<file path="src/rtl/arbitre_bus_4x8.sv">
// arbitre_bus_4x8
//    Round-robin arbiter for one shared 8-bit bus with four requesters
//    (a=0, b=1, c=2, d=3). The owner keeps the bus for a multi-beat
//    burst. It gives up the bus after a beat marked last, after
//    MAX_BURST beats, or when it drops req. On release, a pending
//    requester takes over on the same edge.
//
//    Ports
//       clk, rst_n      system clock, async active-low reset
//       req[3:0]        per-requester request
//       last[3:0]       current beat of requester i is its final beat
//       a, b, c, d      requester data words
//       ready           consumer accepts the presented beat
//       gnt[3:0]        registered one-hot grant, zero when idle
//       sel[1:0]        registered mux select (current/most recent owner)
//       s[7:0]          owner's word while busy, 8'h00 otherwise
//       valid           a beat is presented on s
//       busy            an owner holds the bus
//
//    state | meaning
//    IDLE  | no owner, gnt=0, waiting for any req
//    OWNED | requester sel owns the bus, gnt[sel]=1

module arbitre_bus_4x8 #(
   parameter int MAX_BURST = 16
) (
   input  logic       clk,
   input  logic       rst_n,
   input  logic [3:0] req,
   input  logic [3:0] last,
   input  logic [7:0] a,
   input  logic [7:0] b,
   input  logic [7:0] c,
   input  logic [7:0] d,
   input  logic       ready,
   output logic [3:0] gnt,
   output logic [1:0] sel,
   output logic [7:0] s,
   output logic       valid,
   output logic       busy
);

   typedef enum logic {
      IDLE  = 1'b0,
      OWNED = 1'b1
   } state_t;

   state_t     state_q, state_d;
   logic [1:0] sel_q, sel_d;
   logic [1:0] ptr_q, ptr_d;
   logic [3:0] gnt_q, gnt_d;
   logic [4:0] cnt_q, cnt_d;

   logic [3:0] arb_mask;
   logic       arb_found;
   logic [1:0] arb_win;
   logic [1:0] arb_idx;
   logic       xfer;
   logic       burst_end;
   logic [5:0] cnt_inc;

   // Candidates for arbitration. While owned, this is only consulted on a
   // burst end, so the ending owner (gnt_q) is masked out of that one pick.
   always_comb begin
      arb_mask  = (state_q == OWNED) ? (req & ~gnt_q) : req;
      arb_found = 1'b0;
      arb_win   = ptr_q;
      arb_idx   = ptr_q;
      // Walk from farthest to nearest so the nearest set bit after ptr wins.
      for (int k = 3; k >= 0; k--) begin
         arb_idx = ptr_q + 2'(k);
         if (arb_mask[arb_idx]) begin
            arb_found = 1'b1;
            arb_win   = arb_idx;
         end
      end
   end

   always_comb begin
      state_d   = state_q;
      sel_d     = sel_q;
      ptr_d     = ptr_q;
      gnt_d     = gnt_q;
      cnt_d     = cnt_q;
      xfer      = 1'b0;
      burst_end = 1'b0;
      cnt_inc   = {1'b0, cnt_q} + 6'd1;

      case (state_q)
         IDLE: begin
            if (arb_found) begin
               state_d = OWNED;
               sel_d   = arb_win;
               gnt_d   = 4'b0001 << arb_win;
               ptr_d   = arb_win + 2'd1;
               cnt_d   = 5'd0;
            end
         end
         OWNED: begin
            xfer      = req[sel_q] & ready;
            // A dropped req with no transfer (abort) ends the burst as well.
            burst_end = ~req[sel_q]
                      | (xfer & (last[sel_q] | (cnt_inc == 6'(MAX_BURST))));
            if (burst_end) begin
               cnt_d = 5'd0;
               if (arb_found) begin
                  sel_d = arb_win;
                  gnt_d = 4'b0001 << arb_win;
                  ptr_d = arb_win + 2'd1;
               end else begin
                  state_d = IDLE;
                  gnt_d   = 4'b0000;
               end
            end else if (xfer) begin
               cnt_d = cnt_inc[4:0];
            end
         end
         default: begin
            state_d = IDLE;
            gnt_d   = 4'b0000;
         end
      endcase
   end

   always_ff @(posedge clk or negedge rst_n) begin
      if (!rst_n) begin
         state_q <= IDLE;
         sel_q   <= 2'd0;
         ptr_q   <= 2'd0;
         gnt_q   <= 4'b0000;
         cnt_q   <= 5'd0;
      end else begin
         state_q <= state_d;
         sel_q   <= sel_d;
         ptr_q   <= ptr_d;
         gnt_q   <= gnt_d;
         cnt_q   <= cnt_d;
      end
   end

   logic [7:0] mux_out;

   always_comb begin
      case (sel_q)
         2'd0:    mux_out = a;
         2'd1:    mux_out = b;
         2'd2:    mux_out = c;
         default: mux_out = d;
      endcase
   end

   assign busy  = (state_q == OWNED);
   assign gnt   = gnt_q;
   assign sel   = sel_q;
   assign valid = busy & req[sel_q];
   assign s     = busy ? mux_out : 8'h00;

endmodule

</file>
<file path="config.mk">
export PLATFORM = sky130hd
export DESIGN_NAME = arbitre_bus_4x8
export DESIGN_NICKNAME = d
export VERILOG_FILES = /design/src/rtl/arbitre_bus_4x8.sv
export SDC_FILE = /design/constraint.sdc
export NUM_CORES = 1
export LEC_CHECK = 0
export ABC_AREA = 1
export CAP_MARGIN = 15
export CORE_UTILIZATION = 28
export DETAILED_ROUTE_END_ITERATION = 6
export GPL_TIMING_DRIVEN = 1
export SYNTH_ARGS = -nofsm -noshare
export SYNTH_HDL_FRONTEND = slang
export SYNTH_SLANG_ARGS = --single-unit
</file>
<file path="constraint.sdc">
create_clock -name clk -period 2.7 [get_ports clk]
set_clock_uncertainty 0.2 [all_clocks]
set_input_delay 0.27 -clock clk [delete_from_list [all_inputs] [get_ports clk]]
set_output_delay 0.27 -clock clk [all_outputs]
set_load 0.02 [all_outputs]
</file>
# Word level (Yosys, flattened, before mapping)
# Index checks and enable logic that the tools add are counted.
dict set report op_classes {
  addsub 5
  magnitude_cmp 5
  eq_ne 6
  shift 1
  mux 40
  n_bitwise 9
  n_reduce_logical 3
}
# op count
set op_table {}
lappend op_table {{$pmux 8 s3} 1}
lappend op_table {{$mux 2} 8}
lappend op_table {{$mux 4} 4}
lappend op_table {{$lt 2x3->1 const B} 5}
lappend op_table {{$mux 5} 3}
lappend op_table {{$bmux 1 s2} 6}
lappend op_table {{$mux 1} 12}
lappend op_table {{$pmux 5 s2} 1}
lappend op_table {{$mux 8} 1}
lappend op_table {{$pmux 2 s2} 2}
lappend op_table {{$pmux 4 s2} 1}
lappend op_table {{$add 5x1->6 const B} 1}
lappend op_table {{$eq 6x5->1 const B} 1}
lappend op_table {{$add 2x1->2 const B} 2}
lappend op_table {{$add 2x2->2 const B} 2}
lappend op_table {{$and 4x4->4} 1}
lappend op_table {{$not 4->4} 1}
lappend op_table {{$reduce_and 2->1} 2}
lappend op_table {{$shl 1x2->4 const A} 1}
lappend op_table {{$and 1x1->1} 3}
lappend op_table {{$ne 3x1->1 const B} 1}
lappend op_table {{$eq 2x1->1 const B} 1}
lappend op_table {{$eq 2x2->1 const B} 1}
lappend op_table {{$logic_not 2->1} 1}
lappend op_table {{5 further kinds} 7}
dict set report word_totals {
  regBits 14
  input_bits 43
  output_inout_bits 16
  wordCells 74
}

# Longest topological paths before layout
dict set report logic_depth {
  word_depth 13
  ltp_mapped 15
  mapped_depth_nobuf 14
}

# Worst setup path after synthesis
# No wires, ideal clock.
dict set report synth_timing {
  path_type {reg-to-reg}
  from {reg state_q (netlist: busy)}
  to {reg ptr_q[1]}
  setup_ps 83
  arrival_time_ps 1865
  t_required_ps 2417
  setup_slack_ps 552
  path_stages_with_launch 13
  n_path_buf 1
  period_less_slack_ps 2148
  path_cell_list {dfrtp_1 > buf_4 > nand2_1 > nand3_1 > nand2_1 > nand2_1 > nand2_1 > o21ai_0 > nand2_1 > nand2_1 > nand2_1 > ha_1 > o21ai_0}
}
dict set report synth_via {
  elab_chain_len 11
  elab_cells_between_ends 23
  classes_between {add/sub (1); eq/ne (1); mux (20); bitwise (1)}
}
# item line
set synth_rtl {}
lappend synth_rtl {{start, declared} 48} ;# state_t state_q, state_d;
lappend synth_rtl {{start signal, assigned} 133} ;# state_q <= state_d;
lappend synth_rtl {{$mux 4 *} 65} ;# arb_mask = (state_q == OWNED) ? (req & ~gnt_q) : req;
lappend synth_rtl {{$bmux 1 s2} 72} ;# if (arb_mask[arb_idx]) begin
lappend synth_rtl {{$mux 1 (not written as such)} 72}
lappend synth_rtl {{$mux 2 (3 in series)} 72}
lappend synth_rtl {{$mux 2 *} 72}
lappend synth_rtl {{via arb_win[0]} 56} ;# logic [1:0] arb_win;
lappend synth_rtl {{$add 2x1->2 *} {95, 109}}
lappend synth_rtl {{$mux 2 *} {91, 106}}
lappend synth_rtl {{$mux 2} 104} ;# if (burst_end) begin
lappend synth_rtl {{$pmux 2 s2 *} 89} ;# case (state_q)
lappend synth_rtl {{end signal, assigned} 135} ;# ptr_q <= ptr_d;
lappend synth_rtl {{end, declared} 50} ;# logic [1:0] ptr_q, ptr_d;
# The timed path passes the listed nets; every way through them passes the cells marked *. The select of a mux whose other input is x is not followed.
# A chain may end at the register's enable or synchronous reset.

# Final worst setup path
dict set report layout_timing {
  from {reg sel_q[1] (netlist: sel[1])}
  to {out s[6]}
}
dict set report layout_via {
  elab_chain_len 3
  elab_cells_between_ends 5
  classes_between {eq/ne (2); mux (2); reduce/logical (1)}
}
# item line
set layout_rtl {}
lappend layout_rtl {{start, declared} 49} ;# logic [1:0] sel_q, sel_d;
lappend layout_rtl {{start signal, assigned} 134} ;# sel_q <= sel_d;
lappend layout_rtl {{$eq 2x2->1 (tied with other cells)} 144} ;# case (sel_q)
lappend layout_rtl {{$pmux 8 s3 *} 144}
lappend layout_rtl {{$mux 8 *} 156} ;# assign s = busy ? mux_out : 8'h00;
lappend layout_rtl {{end, declared} 38} ;# output logic [7:0] s,
# Every way passes the cells marked *; elsewhere a longest branch is shown, timed or not.

==> metrics.csv <==
stage;metric;value;unit
outcome;outcome;finished, final reports clean;
drt;ant_nets;0;
power;irDropWorstVdd;0.000437;V
placed_design;gp_routability_congestion;0.794;
timing;slew_headroom;0.575;
die;rows;24;
worst_setup_path;crit_start;sel[1]$_DFFE_PN0P_;
timing;fmax;397;MHz
drt;drc;0;
worst_setup_path;cp-start-kind;flop;
worst_setup_path;end_kind;output pin;
cts;cts.sinks;14;
timing;finalSetupViolations;0;
final_layout;layout_common_cells;nand2_1 (107), clkdlybuf4s50_1 (57), nand3_1 (32);
yosys;synthCells;219;
worst_setup_path;crit_end;s[6];
die;start_util;0.295;
drt;vias;1604;
yosys;synth_cell_types;21;
timing;period_needed;2520;ps
final_layout;n_antenna_cell;0;
die;io_pins;59;
final_layout;drive_gt1_frac;0.0775;
final_layout;layout_commonest_cell;nand2_1;
timing;rsz0062_at_grt;false;
yosys;syn_area_per_cell;5.95;sq um
min_path;hold_class;input pin to async pin;
global_routing;grt_pass1_wl;6740;microns
drt;dr.pass1.iters;4;
die;die-area;4930;sq um
flow_run;drv_cap;0;
yosys;synth_top_area_frac;0.308;
final_layout;nNetsFinal;333;
cts;path_clk_slew;60;ps
cts;cts.htree.levels;1;
worst_setup_path;rrSetupSlack;490;ps
global_routing;grt-ovfl-total;0;
final_layout;synthToLayoutAreaGrowth;55.9;%
worst_setup_path;crit_required;2230;ps
power;power;2.44;mW
final_layout;design_area;2030;sq um
worst_setup_path;path_class;flop to output pin;
worst_setup_path;rr_startpoint;busy$_DFF_PN0_;
power;p_leak;1.04;nW
yosys;yosys-top-cells-area;nand2_1 (31%), dfrtp_1 (27%), nand3_1 (12%);
placed_design;hpwl;3220;microns
cts;cts_tree;done;
cts;cts_buffers;3;
timing;fin_tns_setup;0;ps
cts;clockBufferDepth;2;
timing;worstMarginPinSlew;636;ps
global_routing;grt_max_degree;15;
yosys;ys_seq_area_frac;0.269;
yosys;yosys.area.top_type;nand2_1;
worst_setup_path;worst_r2r_path_depth;11;
yosys;ys_seq_elements;14;
worst_setup_path;timing.rr.end;ptr_q[1]$_DFFE_PN0P_;
drt;first_iter_violations;82;
placed_design;place_area;1950;sq um
global_routing;antenna_found_initial;0;
yosys;syn_nets;267;
worst_setup_path;arrival;2050;ps
power;power_density;1200;nW/um^2
global_routing;grt_pass1_vias;1456;
drt;vias_per_cell;4.77;
yosys;yosysWarnings;0;
drt;routedWlPerCell;12.1;microns
final_layout;fillCellCount;473;
global_routing;grtUsageTotal;0.168;
cts;hold_buffers;0;
die;coreArea;4410;sq um
die;fp.dieH;70.2;microns
placed_design;port_buffers;58;
die;fp.dieW;70.2;microns
cts;worstSkewPairLatency;250;ps
cts;cts_root_buffer;clkbuf_8;
drt;routed_wl;4050;microns
timing;maxSlewViolCount;0;
timing;hold_viol;0;
timing;finalCritPeriodShare;0.934;
worst_setup_path;path_max_fanout;9;
yosys;syn_area;1300;sq um
how the worst min path moves through the flow:
stage                       startpoint              endpoint  slack (ps)
floorplan                        rst_n        busy$_DFF_PN0_        -230
global route                     rst_n  cnt_q[4]$_DFFE_PN0P_         260
CTS                              rst_n  cnt_q[4]$_DFFE_PN0P_         240
finish                           rst_n  cnt_q[4]$_DFFE_PN0P_         210
global placement    gnt[2]$_DFFE_PN0P_    gnt[2]$_DFFE_PN0P_         320
detailed placement  gnt[2]$_DFFE_PN0P_    gnt[2]$_DFFE_PN0P_         320
sequential cells by signal (all words and copies together), names as in the netlist:
register and cells:
cnt_q 5, gnt 4, busy 1, ptr_q 2, sel 2
cell usage after synthesis:
library cell  count
nand4_1           9
inv_2             3
ha_1              5
nand3_1          32
a21oi_1           1
nand2_1         107
o211ai_1          2
or2_2             1
a221oi_1          1
dfrtp_1          14
nor2_2            2
inv_1            19
nor2_8            1
o21ai_1           1
nand2_2           4
nor2_4            1
buf_4             2
buf_2             1
nor2_1            4
or2_0             1
o21ai_0           8
critical path, stage by stage, from the launching register on:
cell	delay, ps
dfrtp_1	510
buf_4	220
nor2_4	50
a221oi_1	240
nand2_1	90
o211ai_1	100
inv_1	60
clkdlybuf4s50_1	530
timing repair:
item	in CTS	in global routing
gates resized for setup	0	1
endpoints found under the hold margin	0	0
setup endpoints to repair	0	2
setup buffers	0	3
metal layers:
metal	global-route usage	vias to the layer above	part of all wire
li1	-	835	-
met5	0	-	0
met4	0.0400	0	0.0099
met3	0.0317	5	0.083
met2	0.286	64	0.45
met1	0.219	700	0.45
cell type report:
cell class / instances / area (sq um) / area share
Inverter: 22 / 82.6 / 0.0406
Timing Repair Buffer: 64 / 628 / 0.309
Multi-Input combinational cell: 180 / 851 / 0.419
Clock buffer: 4 / 55.1 / 0.0271
Sequential cell: 14 / 350 / 0.172
Tap cell: 52 / 65.1 / 0.0320
through the flow:
step,hold slack [ps],setup slack [ps],cells,util
after floorplan,-226,552,219,-
after global placement,315,285,329,0.442
after detailed placement,316,324,329,0.442
after CTS,243,39.9,333,0.455
after global routing,256,29.3,336,0.460
final,209,178,336,0.460
cell families (layout without fill, tap and decap cells):
kind of cell               Yosys count  after routing  synth area share
DFF                                 14             14             0.269
AOI/OAI and AO/OA                   13             13            0.0566
and+or+nand+nor                    162            162             0.548
adders and majority gates            5              5            0.0480
buffers and inverters               25             90            0.0787
power by group:
group	total, mW	internal (mW)	switching [mW]
registers	0.387	0.293	0.0936
clock network	0.211	0.129	0.0816
logic	1.85	0.734	1.11
Power figures use the tool's default switching activity.
